## src/rtl/uart_tx_arbiter.sv

```systemverilog
// rtl/uart_tx_arbiter.sv - round-robin arbiter sharing one 8N1 UART transmitter among requesters
module uart_tx_arbiter #(
  parameter int Clock = 50,
  parameter int Baud  = 115200,
  parameter int Ports = 4
) (
  input  logic                       clk,
  input  logic                       rst,
  input  logic [Ports-1:0]           req_valid,
  input  logic [8*Ports-1:0]         req_data,
  output logic [Ports-1:0]           req_ready,
  output logic                       tx,
  output logic                       busy,
  output logic [$clog2(Ports)-1:0]   grant_id
);

  localparam int          IW  = $clog2(Ports);
  localparam int unsigned DIV = (Clock * 1000000) / Baud;

  typedef enum logic [1:0] {IDLE, START, DATA, STOP} state_t;

  state_t          state, state_n;
  logic [IW-1:0]   ptr;
  logic [IW-1:0]   sel;
  logic            found;
  logic [7:0]      sel_byte;
  logic [7:0]      shreg;
  logic [2:0]      bit_cnt;
  logic [31:0]     baud_cnt;
  logic            wrap;

  assign wrap = (baud_cnt == DIV - 1);
  assign busy = (state != IDLE);

  // Round-robin search: first valid requester at or after ptr, wrapping modulo Ports.
  always_comb begin
    int idx;
    logic [IW-1:0] cand;
    found    = 1'b0;
    sel      = '0;
    sel_byte = '0;
    idx      = 0;
    cand     = '0;
    for (int k = 0; k < Ports; k++) begin
      idx  = (int'(ptr) + k) % Ports;
      cand = IW'(idx);
      if (!found && req_valid[cand]) begin
        found = 1'b1;
        sel   = cand;
      end
    end
    for (int k = 0; k < Ports; k++) begin
      if (sel == IW'(k)) sel_byte = req_data[8*k +: 8];
    end
  end

  always_comb begin
    req_ready = '0;
    if (state == IDLE && found && !rst) req_ready[sel] = 1'b1;
  end

  always_comb begin
    state_n = state;
    case (state)
      IDLE:    if (found) state_n = START;
      START:   if (wrap) state_n = DATA;
      DATA:    if (wrap && bit_cnt == 3'd7) state_n = STOP;
      STOP:    if (wrap) state_n = IDLE;
      default: state_n = IDLE;
    endcase
  end

  always_ff @(posedge clk or posedge rst) begin
    if (rst) state <= IDLE;
    else     state <= state_n;
  end

  always_ff @(posedge clk or posedge rst) begin
    if (rst) begin
      tx       <= 1'b1;
      grant_id <= '0;
      ptr      <= '0;
      shreg    <= '0;
      bit_cnt  <= '0;
      baud_cnt <= '0;
    end else if (state == IDLE) begin
      if (found) begin
        shreg    <= sel_byte;
        grant_id <= sel;
        ptr      <= (sel == IW'(Ports - 1)) ? '0 : sel + 1'b1;
        bit_cnt  <= '0;
        baud_cnt <= '0;
        tx       <= 1'b0;
      end
    end else begin
      baud_cnt <= wrap ? '0 : baud_cnt + 32'd1;
      // tx is updated on the wrap so each level holds exactly DIV cycles.
      if (wrap) begin
        case (state)
          START: tx <= shreg[0];
          DATA: begin
            bit_cnt <= bit_cnt + 3'd1;
            if (bit_cnt == 3'd7) tx <= 1'b1;
            else                 tx <= shreg[bit_cnt + 3'd1];
          end
          default: tx <= 1'b1;
        endcase
      end
    end
  end

endmodule
```

## config.mk

```make
export PLATFORM = sky130hd
export DESIGN_NAME = uart_tx_arbiter
export DESIGN_NICKNAME = d
export VERILOG_FILES = /design/src/rtl/uart_tx_arbiter.sv
export SDC_FILE = /design/constraint.sdc
export NUM_CORES = 1
export LEC_CHECK = 0
export CORE_ASPECT_RATIO = 0.6
export CORE_MARGIN = 2
export CORE_UTILIZATION = 45
export DETAILED_ROUTE_END_ITERATION = 8
export GPL_ROUTABILITY_DRIVEN = 0
export PLACE_DENSITY = 0.68
export SLEW_MARGIN = 40
export SYNTH_ARGS = -nofsm -noshare
export SYNTH_HDL_FRONTEND = slang
export SYNTH_SLANG_ARGS = --single-unit
```

## constraint.sdc

```tcl
create_clock -name clk -period 2.57 [get_ports clk]
set_input_delay 0.514 -clock clk [delete_from_list [all_inputs] [get_ports clk]]
set_output_delay 0.514 -clock clk [all_outputs]
set_load 0.01 [all_outputs]
```

Yosys cells after proc, flatten, opt, wreduce, memory -nomap -nowiden
Cells that the tools add are included.
- memories kept: 0
- RAM bits: 0
- latch bits: 0
- bits in registers: 50
- output and inout port bits: 8
- memory bits (read-only): 0
- reductions and logical operators: 20
- multipliers: 0
- bitwise logic cells: 0
- divide/modulo/power cells: 0
- eq/ne operators: 12
- order comparisons: 7
- shift operators: 0
- $add $sub $neg: 6
- muxes and demuxes: 43
- operator list (kind ; number):
    2-to-1 mux 32 bit ; 3
    adder 32 x 1 -> 32 bit, second input constant ; 1
    == test 32 x 9 -> 1 bit, second input constant ; 1
    2-to-1 mux 8 bit ; 4
    2-to-1 mux 2 bit ; 9
    < comparator 2 x 3 -> 1 bit, second input constant ; 5
    2-to-1 mux 1 bit ; 14
    2-to-1 mux 3 bit ; 4
    binary-select mux 1 bit (select 2 bit) ; 4
    == test 2 bit, second input constant ; 4
    inequality test 2 bit, second input constant ; 4
    one-hot mux 2 bit (4 select lines) ; 1
    logical AND 1 bit ; 7
    nonzero test 2 bit ; 3
    adder 2 x 1 -> 2 bit, second input constant ; 2
    adder 2 bit, second input constant ; 2
    == test 2 x 1 -> 1 bit, second input constant ; 2
    zero test 1 bit ; 4
    zero test 2 bit ; 2
    < comparator 3 x 4 -> 1 bit, second input constant ; 1
    2-to-1 mux 4 bit ; 1
    AND reduction 2 bit ; 2
    AND reduction 4 bit ; 1
    adder 3 x 1 -> 3 bit, second input constant ; 1
    other kinds (6) ; 6

Logic depth before layout (Yosys ltp)
Gate-level depths: netlist (run 1).
- depth in word-level cells: 17
- mapped depth: 12
- gate-level depth less buffers: 11

Worst setup path before layout (run 1)
OpenSTA, ideal clock, no wires.
- path type: input to output
- start point: input port req_valid[1]
- end point: output port req_ready[0]
- path buffers: 2
- required time: 2056 ps
- path slack: 112 ps
- stages: 6
- arrival: 1944 ps
- cells stage by stage: nor4_1 nand2b_1 clkbuf_1 clkbuf_1 nor2_1 and2_1
- word-level cells in the longest chain between the ends: 17
- elaborated cells on any way between the ends: 30
- those cells by class: order compare: 2; mux: 19; reduce/logical: 9
- ends and longest elaborated chain (item ; RTL line ; RTL):
    start, declared ; 9 ; input logic [Ports-1:0] req_valid,
    binary-select mux 1 bit (select 2 bit) ; 47 ; if (!found && req_valid[cand]) begin
    2-to-1 mux 1 bit (implied by the code) ; 47 ;
    2-to-1 mux 1 bit ; 47 ;
    zero test 1 bit ; 47 ;
    logical AND 1 bit ; 47 ;
    2-to-1 mux 1 bit ; 47 ;
    zero test 1 bit ; 47 ;
    logical AND 1 bit ; 47 ;
    2-to-1 mux 1 bit ; 47 ;
    zero test 1 bit ; 47 ;
    logical AND 1 bit ; 47 ;
    2-to-1 mux 2 bit ; 47 ;
    < comparator 2 x 3 -> 1 bit (implied by the code) / >= comparator 2 x 1 -> 1 bit (equally long branches) ; 59 ; if (state == IDLE && found && !rst) req_ready[sel] = 1'b1;
    logical AND 1 bit (implied by the code) ; 59 ;
    2-to-1 mux 1 bit (implied by the code) ; 59 ;
    demux 1 bit (select 2 bit) ; 59 ;
    2-to-1 mux 4 bit (*) ; 59 ;
    end, declared ; 11 ; output logic [Ports-1:0] req_ready,
Mark *: on every way between the ends. The rest lies on a longest branch, timed or not. The select of a mux whose other input is x is not followed.

Worst setup path in the final report (run 1)
- start point: input port req_valid[0]
- end point: output port req_ready[0]
Same word-level chain as after synthesis.

==> metrics.cfg, run 1 <==
[clock_network]
insertion_delay_ps = 290
path_clk_slew_ps = 60
htree_num_levels = 2
cts_buffers = 5
holdBufCountCts = 0
clockBufferDepth = 2
cts_setup_buffers = 0
cts_tree = done
clock-sinks = 50
cts_root_buffer = clkbuf_16

[critical_path]
crit_type = in -> out
critPathMaxStageDelay_ps = 280
crit_path_start_kind = primary input
worst-endpoint-required_ps = 2060
slowest_stage = dlygate4sd2_1
crit_path_cell_trace = dlygate4sd2_1 -> inv_1 -> o22ai_1 -> nand2_1 -> o221ai_2 -> buf_4 -> ha_1 -> and2_1 -> dlygate4sd2_1
crit_path_max_fanout = 5
end_kind = output pin
r2r_cells = 6
arrival_ps = 1960
crit_top_cell = dlygate4sd2_1

[timing]
period_share_pct = 96.38
worst_pin_slew_ps = 633.5
finalSetupViolations = 0
slew_viol_final = 0
hold_ws_ps = 487.3
fin_skew_ps = 10.39
hold_violations = 0
fin_ws_ps = 93.12
setup_tns_ps = 0
max_freq_mhz = 403.7
period_minus_slack_ps = 2477
slew_headroom_pct = 57.61

[placed_design]
io_buffers = 45
dp_slack_ps = -443.1
dp_hpwl_microns = 6077

[pwr]
p_int_mw = 1.359
ir_drop_mv = 0.2722
power.density_nw_per_um2 = 420.0
power.total_mw = 1.711
comb_power_share_pct = 8.9
clkPwrFrac_pct = 45.1
p_sw_share_pct = 20.56
seqPwrFrac_pct = 46.0
leakage_nw = 1.762
p_sw_mw = 0.3517

[synthesis]
synth_nets = 417
yosys_most_used_dff = dfrtp_1
synth_edf_count = 0
synth-seq-cells = 50
synthCells = 366
async_reset_ff_share_pct = 100.0
seq_area_frac_synth_pct = 39.24
synth_area_sq_um = 3192
synth_warnings = 0
ys_types = 47
syn_area_per_cell_sq_um = 8.721

[global_route]
grt_max_degree = 34
grt_pass1_vias = 2695
antenna_found_initial = 0
grt.overflow.total = 0
grt_usage_pct = 21.26
grt_pass1_wl_microns = 13410

[die]
die_y_microns = 69.24
fp.dieArea_sq_um = 7805
start_util_pct = 47.20
core_area_sq_um = 6763
ios = 46
rows = 23
die_w_microns = 112.7

[finish]
layout-drive-gt1-share_pct = 15.40
final_util_pct = 60.22
layout_commonest_cell = nand2_1
layout_common_cells = nand2_1 (54), dfrtp_1 (49), clkdlybuf4s50_1 (37)
diodes = 0
syn_to_final_growth_pct = 27.60
nets = 472

[drt]
drtIter0Drc = 245
wirelength_microns = 7984
viasPerCell = 5.780
wl_per_cell_microns = 15.69
vias = 2942
antenna_left = 0
drtPass1Iterations = 4
drcViolationCount = 0

[status]
outcome = completed

[hold_path]
hold_class = reg -> reg
min_path_cells = 2

[flow_run]
maxCapViolCount = 0

## layer usage
layer	track usage [%]	routed length (microns)
met5	0	0
met4	3.659	34
met3	4.545	402
met2	27.35	3015
met1	35.93	4532
## stage by stage
step           cells  cell area [sq um]
2_1_floorplan    366               3192
3_3_place_gp     501               3872
5_1_grt          509               4073
6_report         509               4073
4_1_cts          509               4045
3_5_place_dp     501               3872
## layout make-up
cell class                 instances  area, sq um
clock buffer                       7        142.6
inverter                          18        67.56
tap                               87        108.9
timing repair buffer              67        623.1
fill                             549         2690
sequential                        50         1252
multi-input combinational        279         1848
clock inverter                     1        30.03
## flip-flops by register name (all words and copies together), names as in the netlist
register	flops
state	2
tx	1
grant_id	2
ptr	2
bit_cnt	3
baud_cnt	32
shreg	8
## cells in the mapped netlist (2+ instances only)
library cell | n | area [sq um]
a22o_1 | 2 | 17.52
nor2_1 | 16 | 60.06
a32oi_1 | 2 | 17.52
nor4_1 | 5 | 31.28
nand2b_1 | 2 | 12.51
dfrtp_1 | 49 | 1226
o21ai_0 | 19 | 95.09
nor3_1 | 2 | 10.01
nand3_1 | 21 | 105.1
inv_1 | 18 | 67.56
o211ai_1 | 5 | 37.54
a31oi_1 | 18 | 112.6
or4_4 | 2 | 22.52
ha_1 | 13 | 162.7
o311ai_0 | 2 | 17.52
nand3b_1 | 8 | 60.06
a21oi_1 | 32 | 160.2
clkbuf_1 | 15 | 56.30
nand4_1 | 8 | 50.05
mux2i_1 | 7 | 70.07
mux4_2 | 2 | 45.04
nand2_1 | 54 | 202.7
buf_2 | 4 | 20.02
o22ai_1 | 4 | 25.02
a41oi_1 | 3 | 26.28
o31ai_1 | 3 | 22.52
a21o_1 | 2 | 15.01
or3_1 | 2 | 12.51
and2_1 | 5 | 31.28
and4_1 | 4 | 35.03
mux2_2 | 11 | 123.9
or4_1 | 3 | 22.52
and3_1 | 9 | 56.30
## repair_timing
item / CTS / global route
setup endpoints to repair: 4 / 4
gates resized for setup: 17 / 9
pin swaps: 2 / 1
## power by group through the flow
stage / sequential [mW] / combinational [mW] / clock (mW)
final: 0.787 / 0.153 / 0.771
after detailed placement: 0.802 / 0.150 / 0
after global routing: 0.786 / 0.172 / 0.816
after CTS: 0.787 / 0.150 / 0.788
after global placement: 0.802 / 0.146 / 0
after floorplan: 0.802 / 0.0620 / 0
## logic make-up after synthesis
family / count (synthesis) / synth area share (%)
simple gates: 146 / 24.07
compound gates: 99 / 19.13
flops: 50 / 39.24
buf+inv: 37 / 4.508
mux: 21 / 7.958
fa+ha+maj: 13 / 5.096
## critical path, delay by kind of cell
kind | cells | cell delay [ps]
adder cells (fa/ha/maj) | 1 | 200
buffers and inverters | 4 | 850
AND/OR/NAND/NOR | 2 | 210
AO/OA/AOI/OAI | 2 | 180
## worst paths after layout
kind,from,to,slack (ps)
worst max-delay path,req_valid[0],req_ready[0],90
worst min-delay path,grant_id[0],grant_id[0],490
worst max register to register,baud_cnt[13],baud_cnt[14],200
worst min register to register,grant_id[0],grant_id[0],490
max in group asynchronous,rst,tx,1410
min in group asynchronous,rst,baud_cnt[12],580
No activity file was read; power rests on OpenSTA's default activity.
==> run 2: changes to the inputs <==
- SKIP_CTS_REPAIR_TIMING: default -> 1
==> run 2 against run 1 <==
  * Register-to-register slack about the same
  * Largest power group unchanged
  * Routed wire length up 0.45%
  * Highest routed layer unchanged
  * Sequential share of layout area shrank 0.28 points
  * Largest cell class unchanged
==> metrics.cfg, run 2 (synthesized netlist as in run 1, its figures left out) <==
[critical_path]
crit_path_start_kind = primary input
crit_type = in -> out
crit_path_max_fanout = 4  ; -1
r2r_end = baud_cnt[14]
r2r-start = baud_cnt[13]
r2r_cells = 6  ; unchanged
end_kind = output pin
arrival_ps = 2000  ; +40 ps
r2r_setup_slack_ps = 210  ; about the same
worst-endpoint-required_ps = 2060  ; about the same

[timing]
slew_headroom_pct = 57.40  ; -0.21 points
slew_viol_final = 0  ; unchanged
period_minus_slack_ps = 2518  ; +40.74 ps
setup_tns_ps = 0  ; unchanged
hold_violations = 0  ; unchanged
period_share_pct = 97.96  ; +1.6 points
finalSetupViolations = 0  ; unchanged
fin_ws_ps = 52.39  ; -40.74 ps
worst_pin_slew_ps = 636.7  ; +3.150 ps
max_freq_mhz = 397.2  ; -1.6%
fin_skew_ps = 9.769  ; -0.6225 ps

[pwr]
p_int_mw = 1.363  ; +0.29%
ir_drop_mv = 0.2718  ; -0.15%
power.total_mw = 1.716  ; +0.30%
leakage_nw = 1.794  ; +1.8%
clkPwrFrac_pct = 45.0  ; about the same
power.density_nw_per_um2 = 417.4  ; -0.62%
seqPwrFrac_pct = 45.9  ; about the same
comb_power_share_pct = 9.2  ; +0.3 points
p_sw_share_pct = 20.57  ; about the same
p_sw_mw = 0.3529  ; +0.34%

[placed_design]
io_buffers = 45  ; unchanged
dp_hpwl_microns = 6077  ; unchanged
dp_slack_ps = -443.1  ; unchanged

[drt]
viasPerCell = 5.724  ; -0.97%
drtPass1Iterations = 4  ; unchanged
drcViolationCount = 0  ; unchanged
drtIter0Drc = 218  ; -11%
antenna_left = 0  ; unchanged
wirelength_microns = 8020  ; +0.45%
wl_per_cell_microns = 15.69  ; about the same
vias = 2925  ; -0.58%

[global_route]
busiest_layer = met1
gr-usage-met3_pct = 4.545  ; unchanged
grt_max_degree = 34  ; unchanged
grt_use_met2_pct = 26.81  ; -0.53 points
grt_usage_pct = 21.09  ; -0.17 points
antenna_found_initial = 0  ; unchanged
grt.overflow.total = 0  ; unchanged
grt_pass1_wl_microns = 13300  ; -0.77%
grt_pass1_vias = 2688  ; -0.26%
met1_usage_pct = 35.87  ; -0.056 points

[die]
core_area_sq_um = 6763  ; unchanged
rows = 23  ; unchanged
start_util_pct = 47.20  ; unchanged
fp.dieArea_sq_um = 7805  ; unchanged
ios = 46  ; unchanged
die_w_microns = 112.7  ; unchanged
die_y_microns = 69.24  ; unchanged

[hold_path]
hold_class = reg -> reg
hold_path_end = grant_id[0]
hp-start = grant_id[0]
min_path_cells = 2  ; unchanged

[finish]
top_register = baud_cnt
final_util_pct = 60.78  ; +0.56 points
largest_register_ffs = 32  ; unchanged
layout_common_cells = nand2_1 (54), dfrtp_1 (49), clkdlybuf4s50_1 (38)
syn_to_final_growth_pct = 28.77
layout-drive-gt1-share_pct = 16.75  ; +1.3 points
layout_commonest_cell = nand2_1
diodes = 0  ; unchanged
reg_top3 = baud_cnt (32), shreg (8), bit_cnt (3)
nets = 474  ; +0.42%

[flow_run]
maxCapViolCount = 0  ; unchanged

[clock_network]
path_clk_slew_ps = 60  ; about the same
cts_tree = done
clock-sinks = 50  ; unchanged
htree_num_levels = 2  ; unchanged
cts_buffers = 5  ; unchanged
clockBufferDepth = 2  ; unchanged
cts_root_buffer = clkbuf_16
insertion_delay_ps = 290  ; about the same

[status]
outcome = completed

-- run 2: changes by cell type in the layout (fill, tap and decap cells not counted), moves of 2 or more --
cell,delta
dlymetal6s2s_1,+3
dlygate4sd2_1,-4
buf_2,-2
ha_1,-3
buf_4,+2
clkbuf_2,+2
ha_2,+3
-- run 2: layer usage --
| metal | routed length, microns | share of wire [%] | vias up |
|---|---|---|---|
| met5 | 0 | 0 | - |
| met4 | 34 | 0.42 | 0 |
| met3 | 398 | 5.0 | 5 |
| met2 | 3059 | 38 | 53 |
| met1 | 4528 | 56 | 1396 |
| li1 | - | - | 1471 |
-- run 2: through the flow --
stage | instance area (sq um) | std cells | hold WS (ps)
finish | 4110 | 511 | 484.7
global route | 4110 | 511 | 520.8
CTS | 4045 | 509 | 494.3
detailed placement | 3872 | 501 | 476.7
global placement | 3872 | 501 | 477.9
floorplan | 3192 | 366 | 451.4
-- run 2: critical path: stages --
cell             delay (ps)
clkdlybuf4s50_1         490
inv_2                    50
nand2_1                  80
a21oi_2                  60
o22ai_2                 180
buf_4                   150
inv_1                    50
ha_2                    170
and2_1                  130
clkbuf_2                120
-- run 2: worst max-delay path by stage --
stage,endpoint,slack (ps),start
6_report,req_ready[2],50,req_valid[1]
3_5_place_dp,req_ready[1],-440,req_valid[0]
3_3_place_gp,req_ready[1],-380,req_valid[0]
4_1_cts,req_ready[1],-440,req_valid[0]
2_1_floorplan,req_ready[0],110,req_valid[1]
5_1_grt,req_ready[2],-10,req_valid[1]
-- run 2: layout make-up --
cell class | count | area [sq um]
Clock buffer | 7 | 142.6
Sequential cell | 50 | 1252
Inverter | 18 | 67.56
Timing Repair Buffer | 69 | 650.6
Clock inverter | 1 | 30.03
Multi-Input combinational cell | 279 | 1858
Fill cell | 544 | 2653
Tap cell | 87 | 108.9
-- run 2: power groups by stage --
stage | combinational, mW | sequential [mW] | clock [mW]
global placement | 0.146 | 0.802 | 0
floorplan | 0.0620 | 0.802 | 0
CTS | 0.150 | 0.787 | 0.788
finish | 0.158 | 0.787 | 0.771
detailed placement | 0.150 | 0.802 | 0
global route | 0.177 | 0.786 | 0.816
